[src/rtl/placar_pkg.sv]
// Shared constants and the debounce state encoding for the scoreboard input side.
package placar_pkg;

    // Key index of each command inside btn_n / cmd
    localparam int unsigned CMD_MAIS1  = 0;
    localparam int unsigned CMD_MAIS2  = 1;
    localparam int unsigned CMD_MAIS3  = 2;
    localparam int unsigned CMD_DESFAZ = 3;

    // Above this value the display needs the hundreds digit
    localparam int unsigned LIMITE_BCD = 99;

    // Debounce states: released, confirming press, pressed, confirming release
    typedef enum logic [1:0] {
        Solto,
        ConfPress,
        Press,
        ConfSolta
    } estado_e;

endpackage

[src/rtl/debounce_botao.sv]
// One key: 2-flop synchronizer, debounce FSM and counter. Emits a single-cycle pulse per
// validated press and a debounced level.
module debounce_botao
    import placar_pkg::*;
#(
    parameter int unsigned DEBOUNCE_CYCLES = 1000000
) (
    input  logic clk_i,
    input  logic rst_ni,    // synchronous, active-low
    input  logic btn_n_i,   // raw, asynchronous, active-low
    output logic pulso_o,
    output logic nivel_o
);

    localparam int unsigned CntW = (DEBOUNCE_CYCLES > 1) ? $clog2(DEBOUNCE_CYCLES) : 1;

    logic            sinc1_q, sinc1_d;
    logic            sinc2_q, sinc2_d;
    logic [1:0]      valido_q, valido_d;
    logic            armado_q, armado_d;
    estado_e         estado_q, estado_d;
    logic [CntW-1:0] cnt_q, cnt_d;
    logic            fim_cnt;

    assign fim_cnt = (cnt_q == CntW'(DEBOUNCE_CYCLES - 1));

    // State register: synchronizer, pipeline-valid marks, arm flag, FSM and counter
    always_ff @(posedge clk_i) begin
        if (!rst_ni) begin
            sinc1_q  <= 1'b0;
            sinc2_q  <= 1'b0;
            valido_q <= '0;
            armado_q <= 1'b0;
            estado_q <= Solto;
            cnt_q    <= '0;
        end else begin
            sinc1_q  <= sinc1_d;
            sinc2_q  <= sinc2_d;
            valido_q <= valido_d;
            armado_q <= armado_d;
            estado_q <= estado_d;
            cnt_q    <= cnt_d;
        end
    end

    // Next state. A key held through reset must be seen released (with real synchronized
    // data, hence valido_q) before a press can be accepted.
    always_comb begin
        sinc1_d  = ~btn_n_i;
        sinc2_d  = sinc1_q;
        valido_d = {valido_q[0], 1'b1};
        armado_d = armado_q | (valido_q[1] & ~sinc2_q);
        estado_d = estado_q;
        cnt_d    = cnt_q;
        case (estado_q)
            Solto: begin
                if (sinc2_q && armado_q) begin
                    estado_d = ConfPress;
                    cnt_d    = '0;
                end
            end
            ConfPress: begin
                if (!sinc2_q) begin
                    estado_d = Solto;
                end else if (fim_cnt) begin
                    estado_d = Press;
                end else begin
                    cnt_d = cnt_q + CntW'(1);
                end
            end
            Press: begin
                if (!sinc2_q) begin
                    estado_d = ConfSolta;
                    cnt_d    = '0;
                end
            end
            ConfSolta: begin
                if (sinc2_q) begin
                    estado_d = Press;
                end else if (fim_cnt) begin
                    estado_d = Solto;
                end else begin
                    cnt_d = cnt_q + CntW'(1);
                end
            end
            default: estado_d = Solto;
        endcase
    end

    // Outputs: pulse on the cycle the press is confirmed, level while debounced-pressed
    always_comb begin
        pulso_o = (estado_q == ConfPress) && sinc2_q && fim_cnt;
        nivel_o = (estado_q == Press) || (estado_q == ConfSolta);
    end

endmodule

[src/rtl/placar_entrada_botoes.sv]
// Scoreboard input side: debounces four keys, arbitrates commands and keeps two saturating
// binary scores that feed the display chain.
module placar_entrada_botoes
    import placar_pkg::*;
#(
    parameter int unsigned DEBOUNCE_CYCLES = 1000000,
    parameter int unsigned SCORE_W         = 8,
    parameter int unsigned SCORE_MAX       = 199
) (
    input  logic               clock,
    input  logic               reset_n,
    input  logic [3:0]         btn_n,
    input  logic               chave_time,
    input  logic               zerar,
    output logic [SCORE_W-1:0] placar_a,
    output logic [SCORE_W-1:0] placar_b,
    output logic               passou99_a,
    output logic               passou99_b,
    output logic               evento
);

    localparam int unsigned SomaW = SCORE_W + 1;

    logic [3:0]         cmd;
    logic               chave_s1_q, chave_s1_d;
    logic               chave_s2_q, chave_s2_d;
    logic [SCORE_W-1:0] placar_a_q, placar_a_d;
    logic [SCORE_W-1:0] placar_b_q, placar_b_d;
    logic               passou99_a_q, passou99_a_d;
    logic               passou99_b_q, passou99_b_d;
    logic               evento_q, evento_d;
    logic [SCORE_W-1:0] base, novo;

    // Add with saturation, one bit wider so the sum cannot wrap
    function automatic logic [SCORE_W-1:0] soma_sat(input logic [SCORE_W-1:0] v,
                                                    input logic [1:0] k);
        logic [SomaW-1:0] s;
        s = {1'b0, v} + SomaW'(k);
        if (s > SomaW'(SCORE_MAX)) begin
            s = SomaW'(SCORE_MAX);
        end
        return s[SCORE_W-1:0];
    endfunction

    for (genvar i = 0; i < 4; i++) begin : g_botao
        // Debounced level is not needed here; only the press pulse drives a command
        debounce_botao #(
            .DEBOUNCE_CYCLES(DEBOUNCE_CYCLES)
        ) u_debounce (
            .clk_i  (clock),
            .rst_ni (reset_n),
            .btn_n_i(btn_n[i]),
            .pulso_o(cmd[i]),
            .nivel_o()
        );
    end

    // Registers: team-switch synchronizer, scores and their flags
    always_ff @(posedge clock) begin
        if (!reset_n) begin
            chave_s1_q   <= 1'b0;
            chave_s2_q   <= 1'b0;
            placar_a_q   <= '0;
            placar_b_q   <= '0;
            passou99_a_q <= 1'b0;
            passou99_b_q <= 1'b0;
            evento_q     <= 1'b0;
        end else begin
            chave_s1_q   <= chave_s1_d;
            chave_s2_q   <= chave_s2_d;
            placar_a_q   <= placar_a_d;
            placar_b_q   <= placar_b_d;
            passou99_a_q <= passou99_a_d;
            passou99_b_q <= passou99_b_d;
            evento_q     <= evento_d;
        end
    end

    // Next scores: zerar > undo > +3 > +2 > +1, lower-priority pulses dropped
    always_comb begin
        chave_s1_d = chave_time;
        chave_s2_d = chave_s1_q;
        base       = chave_s2_q ? placar_b_q : placar_a_q;
        novo       = base;
        if (cmd[CMD_DESFAZ]) begin
            novo = (base == '0) ? base : base - SCORE_W'(1);
        end else if (cmd[CMD_MAIS3]) begin
            novo = soma_sat(base, 2'd3);
        end else if (cmd[CMD_MAIS2]) begin
            novo = soma_sat(base, 2'd2);
        end else if (cmd[CMD_MAIS1]) begin
            novo = soma_sat(base, 2'd1);
        end
        placar_a_d = placar_a_q;
        placar_b_d = placar_b_q;
        if (chave_s2_q) begin
            placar_b_d = novo;
        end else begin
            placar_a_d = novo;
        end
        if (zerar) begin
            placar_a_d = '0;
            placar_b_d = '0;
        end
        passou99_a_d = placar_a_d > SCORE_W'(LIMITE_BCD);
        passou99_b_d = placar_b_d > SCORE_W'(LIMITE_BCD);
        evento_d     = (placar_a_d != placar_a_q) || (placar_b_d != placar_b_q);
    end

    assign placar_a   = placar_a_q;
    assign placar_b   = placar_b_q;
    assign passou99_a = passou99_a_q;
    assign passou99_b = passou99_b_q;
    assign evento     = evento_q;

endmodule

[config.mk]
export PLATFORM = sky130hd
export DESIGN_NAME = placar_entrada_botoes
export DESIGN_NICKNAME = d
export VERILOG_FILES = /design/src/rtl/placar_pkg.sv /design/src/rtl/debounce_botao.sv /design/src/rtl/placar_entrada_botoes.sv
export SDC_FILE = /design/constraint.sdc
export NUM_CORES = 1
export LEC_CHECK = 0
export CORE_UTILIZATION = 60
export DETAILED_ROUTE_END_ITERATION = 8
export GPL_TIMING_DRIVEN = 0
export PLACE_DENSITY = 0.82
export SLEW_MARGIN = 25
export SYNTH_ARGS = -nofsm -noshare
export SYNTH_HDL_FRONTEND = slang
export SYNTH_SLANG_ARGS = --single-unit
[constraint.sdc]
create_clock -name clock -period 11.3 [get_ports clock]
set_clock_uncertainty 0.1 [all_clocks]
set_input_delay 2.26 -clock clock [delete_from_list [all_inputs] [get_ports clock]]
set_output_delay 2.26 -clock clock [all_outputs]
set_load 0.02 [all_outputs]
==> results.py <==
metrics = {
    "clock_tree": {
        "clock_sinks": 123,
        "ctsResizeCount": 0,
        "clk_pin_slew_ps": 60,
        "htree_levels": 4,
        "ctsLongestPathBuffers": 2,
        "cts_root_buf": "clkbuf_16",
        "numCtsBuffers": 17,
        "cts_tree": "built",
        "postCtsHoldBufs": 0,
        "cts_setup_buffers": 0,
        "clock_latency_ps": 430,
    },
    "power_and_ir_drop": {
        "peakVddDrop_uv": 149,
        "p_per_area_nw_per_um2": 125,
        "leakage_nw": 2.89,
    },
    "die": {
        "die_y_um": 111,
        "io_pins": 27,
        "fp.dieW_um": 111,
        "die-area_sq_um": 12400,
        "start_util_pct": 62.1,
        "row_count": 39,
        "core_area_sq_um": 11500,
    },
    "final_layout": {
        "fin_cells": 1095,
        "antenna_cells": 0,
        "nNetsFinal": 960,
        "drive_gt1_share_pct": 7.46,
        "syn2layout_area_growth_pct": 14.2,
    },
    "grt": {
        "grt.overflow.total": 0,
        "grt_usage_pct": 31.7,
        "antenna_found_initial": 0,
        "grt_pass1_vias": 6327,
        "grt_max_degree": 17,
        "grt_pass1_wl_mm": 31.1,
    },
    "sta": {
        "max_slew.worst_pin.slew_ps": 1120,
        "setup_viol": 0,
        "layout_setup_ws_ps": 5890,
        "fin_setup_tns_ps": 0,
        "relSlewSlack_pct": 24.7,
        "rsz0062_at_grt": "no",
        "fmax_mhz": 185,
        "timing.final.hold_violations": 0,
        "fin_crit_ps": 5410,
        "drv_slew": 0,
        "min_period_over_period_pct": 47.9,
    },
    "worst_setup_path": {
        "path_max_fanout": 10,
        "critPathKind": "reg -> reg",
        "arrival_ps": 5580,
        "required_ps": 11470,
        "critical_path.slowest_cell": "a211oi_1",
        "endpoint_kind": "register",
        "worst_path_most_repeated_cell": "clkbuf_1",
        "critPathLaunchType": "register",
        "crit_chain": "buf_6 > buf_8 > buf_4 > clkbuf_1 > mux2_2 > inv_1 > ha_1 > clkbuf_1 > nand4b_1 > and2_1 > nand2_1 > a222oi_1 > o21ai_1 > nand3_1 > a22oi_1 > a211oi_1 > a41oi_1",
        "cp_slowest_stage_delay_ps": 580,
    },
    "route": {
        "routed_wl_mm": 19.3,
        "via_count": 6953,
        "routed_via_density": 6.35,
        "wl_per_cell_um": 17.6,
        "drcViolationCount": 3,
        "drtPass1Iterations": 8,
        "antenna_left": 0,
        "drtIter0Drc": 820,
    },
    "logic_synthesis": {
        "synth_ff_type": "dfxtp_1",
        "syn_area_sq_um": 7150,
        "synth_top_cell_by_area": "dfxtp_1",
        "synth_nets": 915,
        "synth_top_area_share_pct": 34.4,
        "synth.avg_cell_area_sq_um": 8.00,
        "synth_edf_count": 0,
        "synth_common_cells": "nor2_1, dfxtp_1, nand2_1",
        "yosysMostFrequentCell": "nor2_1",
        "syn_inst": 894,
        "seq_area_frac_synth_pct": 34.4,
        "synthArstFlopShare_pct": 0,
        "ys_types": 79,
        "ys_ff_latch": 123,
        "yosys_warnings": 0,
        "ys_top_cells_by_area": "dfxtp_1, nor2_1, xor2_1",
    },
    "run_status": {
        "violations": "DRC",
        "status": "finished, violations left",
    },
    "place": {
        "placed_cells": 1063,
        "dp_hpwl_mm": 13.8,
        "dp_slack_ps": 6170,
        "port_buffers": 26,
        "globalplace.congestion": 1.03,
    },
    "run": {
        "maxCapViolations": 0,
    },
    "worst_hold_path": {
        "min_path_type": "reg -> reg",
    },
}
-- logic make-up after synthesis --
group,share of synthesized area [%]
AOI/OAI and AO/OA,15.1
muxes,3.45
and+or+nand+nor,31.7
buffers and inverters,3.20
DFF,34.4
adders and majority gates,2.28
xor gates and xnor gates,9.80
-- per-layer routing --
metal / routed length (um) / GRT usage [%]
met5: 0 / 0
met1: 8280 / 41.7
met2: 8570 / 49.8
met3: 1890 / 8.37
met4: 532 / 12.3
-- state kept, by name, summed over array words and instances, names as in the netlist, named ones only --
register / cells
g_botao.u_debounce.cnt_q: 80
placar_a: 8
g_botao.u_debounce.valido_q: 2
passou99_a: 1
g_botao.u_debounce.sinc1_q: 4
chave_s2_q: 1
passou99_b: 1
g_botao.u_debounce.sinc2_q: 4
evento: 1
g_botao.u_debounce.estado_q: 4
chave_s1_q: 1
g_botao.u_debounce.armado_q: 4
placar_b: 8
-- layout make-up --
| type | count | area (sq um) |
|---|---|---|
| Tap cell | 143 | 179 |
| Buffer | 33 | 154 |
| Multi-Input combinational cell | 718 | 4460 |
| Fill cell | 921 | 3350 |
| Clock buffer | 17 | 425 |
| Inverter | 20 | 75.1 |
| Timing Repair Buffer | 26 | 260 |
| Sequential cell | 123 | 2460 |
| Clock inverter | 15 | 153 |
-- per-stage QoR --
stage | hold slack [ps] | power, mW | util, % | instance area [sq um]
6_report | 332 | 1.02 | 70.9 | 8170
5_1_grt | 369 | 1.04 | 70.9 | 8170
4_1_cts | 335 | 1.02 | 70.9 | 8170
3_5_place_dp | 321 | 0.489 | 65.9 | 7590
3_3_place_gp | 315 | 0.488 | 65.9 | 7590
2_1_floorplan | 312 | 0.475 | - | 7150
-- placed cells by master (no fill, tap or decap), types with 7 or more instances in the layout --
cell type and instances:
a21oi_1 40, and2_1 19, and3_1 21, clkbuf_1 23, clkbuf_16 17, clkdlybuf4s50_1 26
dfxtp_1 123, ha_1 13, inv_1 17, mux2_2 7, mux2i_1 14, nand2_1 84
nand2b_1 8, nand3_1 42, nand4_1 20, nor2_1 127, nor2b_1 10, nor3_1 23
nor4_1 15, nor4b_1 9, o211ai_1 7, o21ai_0 39, o21ai_1 7, or2_2 7
or3_1 18, xnor2_1 38, xor2_1 42
-- worst paths after layout --
| path | startpoint | to | slack [ps] | cells past startpoint |
|---|---|---|---|---|
| min | g_botao[3].u_debounce.sinc1_q$_SDFF_PN0_ | g_botao[3].u_debounce.sinc2_q$_SDFF_PN0_ | 330 | 1 |
| min reg2reg | g_botao[3].u_debounce.sinc1_q$_SDFF_PN0_ | g_botao[3].u_debounce.sinc2_q$_SDFF_PN0_ | 330 | 1 |
| max | chave_s2_q$_SDFF_PN0_ | evento$_SDFF_PN0_ | 5890 | 17 |
| max reg2reg | chave_s2_q$_SDFF_PN0_ | evento$_SDFF_PN0_ | 5890 | 17 |
-- power breakdown --
part / internal (mW) / switching [mW]
combinational: 0.0142 / 0.0253
sequential: 0.438 / 0.00334
clock: 0.310 / 0.228
total: 0.762 / 0.256
-- critical path: cells and delay by family, from the launching register on --
kind	cells	cell delay [ps]
AO/OA/AOI/OAI	5	1560
buffers and inverters	6	1670
flip-flops	1	500
multiplexers	1	470
AND/OR/NAND/NOR	4	710
adder cells (fa/ha/maj)	1	230
Note: power is estimated with default switching activity, not from simulation.
